<file path="config.mk">
export PLATFORM = sky130hd
export DESIGN_NAME = wb_unit
export DESIGN_NICKNAME = d
export VERILOG_FILES = /design/src/rtl/wb_pkg.sv /design/src/rtl/wb_unit_load_align.sv /design/src/rtl/wb_unit.sv
export SDC_FILE = /design/constraint.sdc
export NUM_CORES = 1
export LEC_CHECK = 0
export CORE_MARGIN = 2
export CORE_UTILIZATION = 53
export DETAILED_ROUTE_END_ITERATION = 8
export GPL_TIMING_DRIVEN = 0
export PLACE_DENSITY_LB_ADDON = 0.1
export SETUP_SLACK_MARGIN = 0.3
export SYNTH_ARGS = -nofsm -noshare
export SYNTH_HDL_FRONTEND = slang
export SYNTH_HIERARCHICAL = 1
export SYNTH_SLANG_ARGS = --single-unit
</file>
<file path="constraint.sdc">
create_clock -name clk -period 7 [get_ports clk]
set_clock_uncertainty 0.15 [all_clocks]
set_input_delay 2.1 -clock clk [delete_from_list [all_inputs] [get_ports clk]]
set_output_delay 2.1 -clock clk [all_outputs]
set_load 0.05 [all_outputs]
</file>
<file path="src/rtl/wb_pkg.sv">
// Shared types for the write-back unit: load format codes, FSM states and
// the alignment rule applied when a load is accepted.
package wb_pkg;

    localparam int MEM_FUNC_W = 4;

    typedef enum logic [MEM_FUNC_W-1:0] {
        BS = 4'd0,
        BU = 4'd1,
        HS = 4'd2,
        HU = 4'd3,
        WS = 4'd4,
        WU = 4'd5,
        WD = 4'd6,
        WL = 4'd7,
        WR = 4'd8
    } mem_func_e;

    typedef enum logic [1:0] {
        IDLE,
        WAIT_MEM,
        WRITE
    } state_e;

    // k is the byte offset zero-extended to 3 bits; unaligned partial-word
    // merges (WL/WR) and byte loads can never be misaligned.
    function automatic logic misaligned(input logic [MEM_FUNC_W-1:0] func,
                                        input logic [2:0]            k);
        case (func)
            HS, HU:  return k[0];
            WS, WU:  return |k[1:0];
            WD:      return |k;
            default: return 1'b0;
        endcase
    endfunction

endpackage

</file>
<file path="src/rtl/wb_unit_load_align.sv">
// Combinational load formatter: extracts, extends or merges memory bytes
// according to the load format code and byte offset (little-endian).
module load_align
    import wb_pkg::*;
#(
    parameter int DATA_W = 32
) (
    input  logic [MEM_FUNC_W-1:0]        mem_func,
    input  logic [$clog2(DATA_W/8)-1:0]  addr_lo,
    input  logic [DATA_W-1:0]            rt_data,
    input  logic [DATA_W-1:0]            mem_rdata,
    output logic [DATA_W-1:0]            data
);

    localparam int NB = DATA_W / 8;

    logic [DATA_W-1:0] rot;
    int                k;

    always_comb begin
        k   = int'(addr_lo);
        // rot puts byte k in lane 0, so extracts and WR read from the bottom.
        rot = '0;
        for (int b = 0; b < NB; b++) begin
            rot[8*b +: 8] = mem_rdata[8*((b + k) % NB) +: 8];
        end

        data = mem_rdata;
        case (mem_func)
            BS: data = DATA_W'($signed(rot[7:0]));
            BU: data = DATA_W'(rot[7:0]);
            HS: data = DATA_W'($signed(rot[15:0]));
            HU: data = DATA_W'(rot[15:0]);
            WS: data = DATA_W'($signed(rot[31:0]));
            WU: data = DATA_W'(rot[31:0]);
            WD: data = mem_rdata;
            WL: begin
                for (int b = 0; b < NB; b++) begin
                    if (b >= NB - 1 - k) data[8*b +: 8] = mem_rdata[8*(b - (NB - 1 - k)) +: 8];
                    else                 data[8*b +: 8] = rt_data[8*b +: 8];
                end
            end
            WR: begin
                for (int b = 0; b < NB; b++) begin
                    if (b <= NB - 1 - k) data[8*b +: 8] = rot[8*b +: 8];
                    else                 data[8*b +: 8] = rt_data[8*b +: 8];
                end
            end
            default: data = mem_rdata;
        endcase
    end

endmodule

</file>
<file path="src/rtl/wb_unit.sv">
// Write-back unit: accepts ALU results or loads, waits for the memory
// response with a timeout, formats load data and drives the register-file port.
module wb_unit
    import wb_pkg::*;
#(
    parameter int DATA_W  = 32,
    parameter int REG_W   = 5,
    parameter int TIMEOUT = 15
) (
    input  logic                         clk,
    input  logic                         rst,
    input  logic                         in_valid,
    output logic                         in_ready,
    input  logic                         mem_to_reg,
    input  logic [DATA_W-1:0]            alu_data,
    input  logic [DATA_W-1:0]            rt_data,
    input  logic [MEM_FUNC_W-1:0]        mem_func,
    input  logic [$clog2(DATA_W/8)-1:0]  addr_lo,
    input  logic [REG_W-1:0]             dest_reg,
    input  logic                         reg_write,
    input  logic                         mem_rvalid,
    input  logic [DATA_W-1:0]            mem_rdata,
    output logic                         wb_valid,
    output logic                         wb_we,
    output logic [REG_W-1:0]             wb_reg,
    output logic [DATA_W-1:0]            wb_data,
    output logic                         err_misalign,
    output logic                         err_timeout
);

    localparam int AW    = $clog2(DATA_W / 8);
    localparam int CNT_W = $clog2(TIMEOUT + 1);

    state_e                  state;
    logic [CNT_W-1:0]        cnt;
    logic                    accept;

    logic [REG_W-1:0]        dest_p1;
    logic                    reg_write_p1;
    logic [MEM_FUNC_W-1:0]   func_p1;
    logic [AW-1:0]           addr_lo_p1;
    logic [DATA_W-1:0]       rt_p1;
    logic [DATA_W-1:0]       fmt_data;

    assign in_ready = (state != WAIT_MEM);
    assign accept   = in_valid && in_ready;

    // Accept stage: instruction fields held for the load response.
    always_ff @(posedge clk) begin
        if (accept) begin
            dest_p1      <= dest_reg;
            reg_write_p1 <= reg_write;
            func_p1      <= mem_func;
            addr_lo_p1   <= addr_lo;
            rt_p1        <= rt_data;
        end
    end

    load_align #(.DATA_W(DATA_W)) u_align (
        .mem_func  (func_p1),
        .addr_lo   (addr_lo_p1),
        .rt_data   (rt_p1),
        .mem_rdata (mem_rdata),
        .data      (fmt_data)
    );

    // Write-back stage: FSM with registered register-file port and error pulses.
    always_ff @(posedge clk) begin
        if (rst) begin
            state        <= IDLE;
            cnt          <= '0;
            wb_valid     <= 1'b0;
            wb_we        <= 1'b0;
            wb_reg       <= '0;
            wb_data      <= '0;
            err_misalign <= 1'b0;
            err_timeout  <= 1'b0;
        end else begin
            wb_valid     <= 1'b0;
            wb_we        <= 1'b0;
            err_misalign <= 1'b0;
            err_timeout  <= 1'b0;
            case (state)
                IDLE, WRITE: begin
                    if (!accept) begin
                        state <= IDLE;
                    end else if (!mem_to_reg) begin
                        state    <= WRITE;
                        wb_valid <= 1'b1;
                        wb_we    <= reg_write;
                        wb_reg   <= dest_reg;
                        wb_data  <= alu_data;
                    end else if (misaligned(mem_func, 3'(addr_lo))) begin
                        state        <= IDLE;
                        err_misalign <= 1'b1;
                    end else begin
                        state <= WAIT_MEM;
                        cnt   <= '0;
                    end
                end
                WAIT_MEM: begin
                    // A response on the final allowed cycle still wins over the timeout.
                    if (mem_rvalid) begin
                        state    <= WRITE;
                        wb_valid <= 1'b1;
                        wb_we    <= reg_write_p1;
                        wb_reg   <= dest_p1;
                        wb_data  <= fmt_data;
                    end else if (cnt == CNT_W'(TIMEOUT - 1)) begin
                        state       <= IDLE;
                        cnt         <= '0;
                        err_timeout <= 1'b1;
                    end else begin
                        cnt <= cnt + 1'b1;
                    end
                end
                default: state <= IDLE;
            endcase
        end
    end

endmodule

</file>
==> out/results.tsv, run 1 <==
stage	metric	value	unit
status	status	finished clean	
power	netSwitchingFraction	0.326	
setup_path	cp-start-kind	primary input	
placed_design	place_hpwl	14600	um
timing	drv_slew	0	
layout	fin_area	7570	sq um
synthesis	synth_mux_area_frac	0.166	
power	power.switching	0.483	mW
clock_tree	cts_max_level	3	
synthesis	avgSynthCellArea	10.8	sq um
synthesis	ys_warn_count	6	
route	ant_nets	0	
timing	slew_headroom	0.0419	
route	wl_per_cell	23.5	um
synthesis	syn_inst	520	
clock_tree	clk_pin_slew	0.08	ns
synthesis	synth_xor_xnor_area_share	0	
setup_path	end_kind	flop	
grt	grtUsageTotal	0.347	
power	seqPwrFrac	0.419	
synthesis	synth_edf_count	44	
clock_tree	cts_tree	yes	
layout	synthToLayoutAreaGrowth	34.8	%
grt	grt_pass1_wl	29500	um
synthesis	synth-seq-area-share	0.403	
synthesis	ys.flop_type	dfxtp_1	
timing	setup_viol	0	
clock_tree	clkLatencyLatePin	0.39	ns
grt	grt_pass1_vias	5323	
route	vias	5431	
synthesis	netlist_area	5620	sq um
route	drt_wl_total	19500	um
clock_tree	clkSinkCount	91	
timing	finalSetupTns	0	ns
floorplanning	placementRows	37	
run	maxCapViolCount	0	
power	power_density	195	nW/um^2
layout	drive_above_1_share	0.140	
layout	top_regs	rt_p1 x32, wb_data x32	
timing	worstMarginPinSlew	1.42	ns
clock_tree	postCtsSetupBuffers	0	
synthesis	yosysTopAreaCellShare	0.235	
layout	antennaDiodeCount	0	
setup_path	path_class	primary input to flop	
synthesis	synth_top_family_by_area	compound AO/OA/AOI/OAI gates	
clock_tree	ctsHoldBuffers	0	
floorplanning	ios	155	
timing	rsz0062_at_grt	no	
route	dr.pass1.iters	8	
timing	finalCritPeriodShare	0.639	
grt	grt_overflow	0	
placed_design	portBuffers	154	
clock_tree	cts_root_buf	clkbuf_8	
power	p_leak	2.69	nW
clock_tree	cts_buffer_depth	2	
synthesis	synth_area_leaders	edfxtp_1 (24%), dfxtp_1 (17%), mux4_2 (13%)	
synthesis	yosysMostFrequentCell	nand2_1	
route	avgViaCountPerCell	6.57	
placed_design	postPlaceCellArea	7360	sq um
power	p_int	0.997	mW
floorplanning	die_x	107	um
route	drt_iter0_drc	639	
floorplanning	die_area	11400	sq um
floorplanning	die_y	107	um
setup_path	crit_fanout	7	
timing	fmax	224	MHz
layout	final_nets	807	
timing	hold_viol	0	
synthesis	synth_nets	641	
clock_tree	ctsResizeCount	0	
synthesis	synth-compound-area-share	0.211	
floorplanning	start_util	0.544	
synthesis	synth-simple-area-share	0.154	
synthesis	yosys.area.top_type	edfxtp_1	
timing	fin_crit	4.47	ns
synthesis	synthTopCellsByCount	nand2_1 (79), nor2_1 (53), dfxtp_1 (47), edfxtp_1 (44), mux4_2 (32)	
hold_path	hp-class	flop to flop	
synthesis	ys_types	67	
synthesis	synthAdderAreaFrac	0.0178	
setup_path	crit_arrival	4.61	ns
power	clock_power_share	0.253	
synthesis	synth-seq-cells	91	
grt	grt_max_degree	25	
route	drcViolationCount	0	
clock_tree	cts_made_buffers	9	
floorplanning	core	10300	sq um
power	peakVddDrop	0.154	mV
power	pwr-share-comb	0.328	
synthesis	async_reset_ff_frac	0	
setup_path	cp.required	7.14	ns
grt	antenna_found_initial	0	
placed_design	place_congestion	0.997	
[final cells by class]
cell class / instances / area [sq um]
Buffer: 43 / 225
Clock buffer: 14 / 199
Clock inverter: 2 / 13.8
Fill cell: 711 / 2750
Inverter: 13 / 48.8
Multi-Input combinational cell: 373 / 3080
Sequential cell: 91 / 2260
Tap cell: 136 / 170
Timing Repair Buffer: 155 / 1570
[cell families (layout without fill, tap and decap cells)]
group,Yosys count,after routing
AO/OA/AOI/OAI,130,130
buffers and inverters,56,227
multiplexers,53,53
adder cells (fa/ha/maj),8,8
AND/OR/NAND/NOR,182,182
flip-flops,91,91
[path summary, 6_finish.rpt]
check,from,end,slack (ns),depth (start not counted)
setup / recovery,mem_rdata[7],wb_data[27],2.53,7
hold / removal,wb_data[24],wb_data[24],0.35,2
setup reg to reg,addr_lo_p1[1],wb_data[12],2.92,11
hold reg to reg,wb_data[24],wb_data[24],0.35,2
[per-layer routing]
layer,up-vias,track usage,share of wire
li1,2379,-,-
met1,2619,0.452,0.40
met2,391,0.545,0.47
met3,42,0.0960,0.10
met4,0,0.150,0.035
met5,-,0,0
[through the flow]
stage,total power [mW],hold slack (ns),util,instances,setup slack (ns)
after global placement,1.09,0.336,0.710,810,2.27
after CTS,1.48,0.356,0.733,827,2.56
after floorplan,0.908,0.322,-,520,3.10
after detailed placement,1.10,0.344,0.713,811,2.23
after global routing,1.53,0.375,0.733,827,2.50
final,1.48,0.355,0.733,827,2.53
[worst max-delay path, stage by stage]
cell and delay, ns:
clkdlybuf4s50_1 0.67, mux4_2 0.38, or3_1 0.15, o2111ai_1 0.43, a2bb2oi_1 0.52, nand2_1 0.10
a311oi_1 0.26
[placed cells by master (no fill, tap or decap), types with 3 or more instances in the layout]
cell,Yosys,layout
buf_4,3,3
a311oi_2,10,10
o22ai_1,5,5
nor2b_1,7,7
buf_6,4,4
buf_1,3,3
buf_2,18,18
nand2_1,79,79
nor3b_1,13,13
nor2_1,53,53
inv_1,12,12
ha_1,8,8
a22o_1,8,8
clkdlybuf4s50_1,0,154
a2bb2oi_1,8,8
mux2i_1,19,19
clkbuf_8,0,10
a221o_1,8,8
a21oi_1,7,7
a311oi_1,29,29
o21ai_0,9,9
o32a_1,15,15
clkbuf_1,15,16
mux4_2,32,32
a222oi_1,7,7
dfxtp_1,47,47
nand2b_1,5,5
edfxtp_1,44,44
[power by group through the flow]
stage / logic, mW / registers, mW / clock network [mW]
global route: 0.506 / 0.624 / 0.399
global placement: 0.462 / 0.630 / 0
floorplan: 0.214 / 0.694 / 0
detailed placement: 0.473 / 0.631 / 0
CTS: 0.476 / 0.619 / 0.380
finish: 0.485 / 0.620 / 0.374
Power figures use the tool's default switching activity.
==> run 2, diff against run 1 <==
CORE_UTILIZATION = 44   (was 53)
clock period = 3.9 ns   (was 7 ns; I/O delays follow)
==> out/results.tsv, run 2 (synthesis results as in run 1) <==
stage	metric	value	unit
timing	worstMarginPinSlew	1.04	ns
route	wl_per_cell	22.3	um
timing	finalCritPeriodShare	0.908	
timing	fin_ws	0.361	ns
timing	setup_viol	0	
timing	slew_headroom	0.306	
setup_path	cp.required	3.97	ns
layout	synthToLayoutAreaGrowth	38.4	%
timing	fmax	283	MHz
timing	fin_crit	3.54	ns
clock_tree	cts_tree	yes	
route	ant_nets	0	
route	avgViaCountPerCell	6.14	
layout	final_cell_mix	clkdlybuf4s50_1 (152), nand2_1 (79), nor2_1 (53), dfxtp_1 (47), edfxtp_1 (44)	
floorplanning	ios	155	
setup_path	crit_arrival	3.61	ns
layout	final_nets	812	
clock_tree	cts_max_level	3	
route	drt_iter0_drc	601	
power	power	2.87	mW
layout	drive_above_1_share	0.157	
grt	antenna_found_initial	0	
grt	use_met3	0.0721	
floorplanning	placementRows	41	
layout	post-route-util	0.619	
power	power_density	369	nW/um^2
grt	grt_pass1_wl	28800	um
layout	antennaDiodeCount	0	
layout	layout_commonest_cell	clkdlybuf4s50_1	
placed_design	postPlaceCellArea	7400	sq um
power	peakVddDrop	0.277	mV
status	status	finished clean	
layout	final-instance-count-excl-fill	868	
grt	met2_usage	0.424	
setup_path	cp-start-kind	primary input	
floorplanning	start_util	0.447	
route	vias	5327	
hold_path	hp-class	flop to flop	
run	maxCapViolCount	0	
clock_tree	ctsHoldBuffers	0	
floorplanning	die_y	117	um
layout	top_regs	rt_p1 x32, wb_data x32	
layout	fin_area	7770	sq um
setup_path	crit_path_cell_trace	clkdlybuf4s50_1 -> mux4_2 -> or3_1 -> o2111a_1 -> buf_6 -> o32a_1 -> nand2_1 -> a311oi_1	
grt	met1_usage	0.392	
grt	grt-busiest-layer	met2	
clock_tree	cts_made_buffers	9	
grt	grtUsageTotal	0.286	
power	p_leak	2.79	nW
clock_tree	clk_pin_slew	0.06	ns
placed_design	pre_cts_ws	0.000949	ns
setup_path	slowest_delay	0.59	ns
floorplanning	core	12600	sq um
clock_tree	cts_buffer_depth	2	
floorplanning	die_x	117	um
clock_tree	clkLatencyLatePin	0.35	ns
setup_path	end_kind	flop	
timing	rsz0062_at_grt	no	
placed_design	place_hpwl	14700	um
timing	drv_slew	0	
grt	grt_max_degree	26	
timing	hold_viol	0	
setup_path	crit_fanout	10	
floorplanning	die_area	13700	sq um
setup_path	slowest_stage	mux4_2	
grt	grt_pass1_vias	5117	
grt	grt_overflow	0	
placed_design	portBuffers	154	
route	dr.pass1.iters	5	
placed_design	place_congestion	0.946	
setup_path	path_class	primary input to flop	
clock_tree	cts_root_buf	clkbuf_16	
route	drt_wl_total	19400	um
clock_tree	clkSinkCount	91	
placed_design	placed_cells	847	
route	drcViolationCount	0	
[run 2: cell types whose count changed in the layout (fill, tap and decap cells not counted), sizes merged]
cell	change
inv	+2
bufinv	+1
buf	+4
clkdlybuf4s50	-2
dlymetal6s2s	+2
clkinv	+1
clkbuf	-3
[run 2: layer usage]
| metal | routed length, um | vias to the layer above | part of all wire |
|---|---|---|---|
| li1 | - | 2394 | - |
| met1 | 8120 | 2556 | 0.42 |
| met2 | 8570 | 317 | 0.44 |
| met3 | 1890 | 60 | 0.097 |
| met4 | 806 | 0 | 0.042 |
| met5 | 0 | - | 0 |
[run 2: power by group]
part	switching [mW]	internal, mW	leakage [nW]
Clock	0.379	0.500	0.150
Combinational	0.491	0.388	1.82
Sequential	0.0348	1.07	0.814
Total	0.905	1.96	2.79
[run 2: worst max-delay path, delay by kind of cell]
| kind | cells | cell delay [ns] |
|---|---|---|
| AOI/OAI and AO/OA | 3 | 0.67 |
| muxes | 1 | 0.59 |
| buffers and inverters | 2 | 0.69 |
| and+or+nand+nor | 2 | 0.49 |
[run 2: path summary, 6_finish.rpt]
| kind | startpoint | to | slack (ns) | depth (start not counted) |
|---|---|---|---|---|
| hold reg to reg | wb_data[28] | wb_data[28] | 0.35 | 2 |
| hold / removal | wb_data[28] | wb_data[28] | 0.35 | 2 |
| setup / recovery | mem_rdata[15] | wb_data[23] | 0.36 | 8 |
| setup reg to reg | addr_lo_p1[0] | wb_data[23] | 0.48 | 12 |
[run 2: timing repair]
item,4_1_cts,5_1_grt
gates resized for setup,4,8
buffers inserted,0,5
hold endpoints to repair,0,0
endpoints found under the setup margin,26,23
[run 2: metrics by stage]
step,hold slack (ns),setup TNS [ns]
final,0.348,0
after global placement,0.336,-0.0414
after floorplan,0.322,0
after global routing,0.367,0
after CTS,0.353,0
after detailed placement,0.343,0
[run 2: layout make-up]
type                            instances  area, sq um
Multi-Input combinational cell        373         3110
Tap cell                              172          215
Sequential cell                        91         2260
Clock buffer                           10          230
Buffer                                 43          231
Fill cell                            1070         4790
Timing Repair Buffer                  160         1610
Clock inverter                          6         61.3
Inverter                               13         48.8
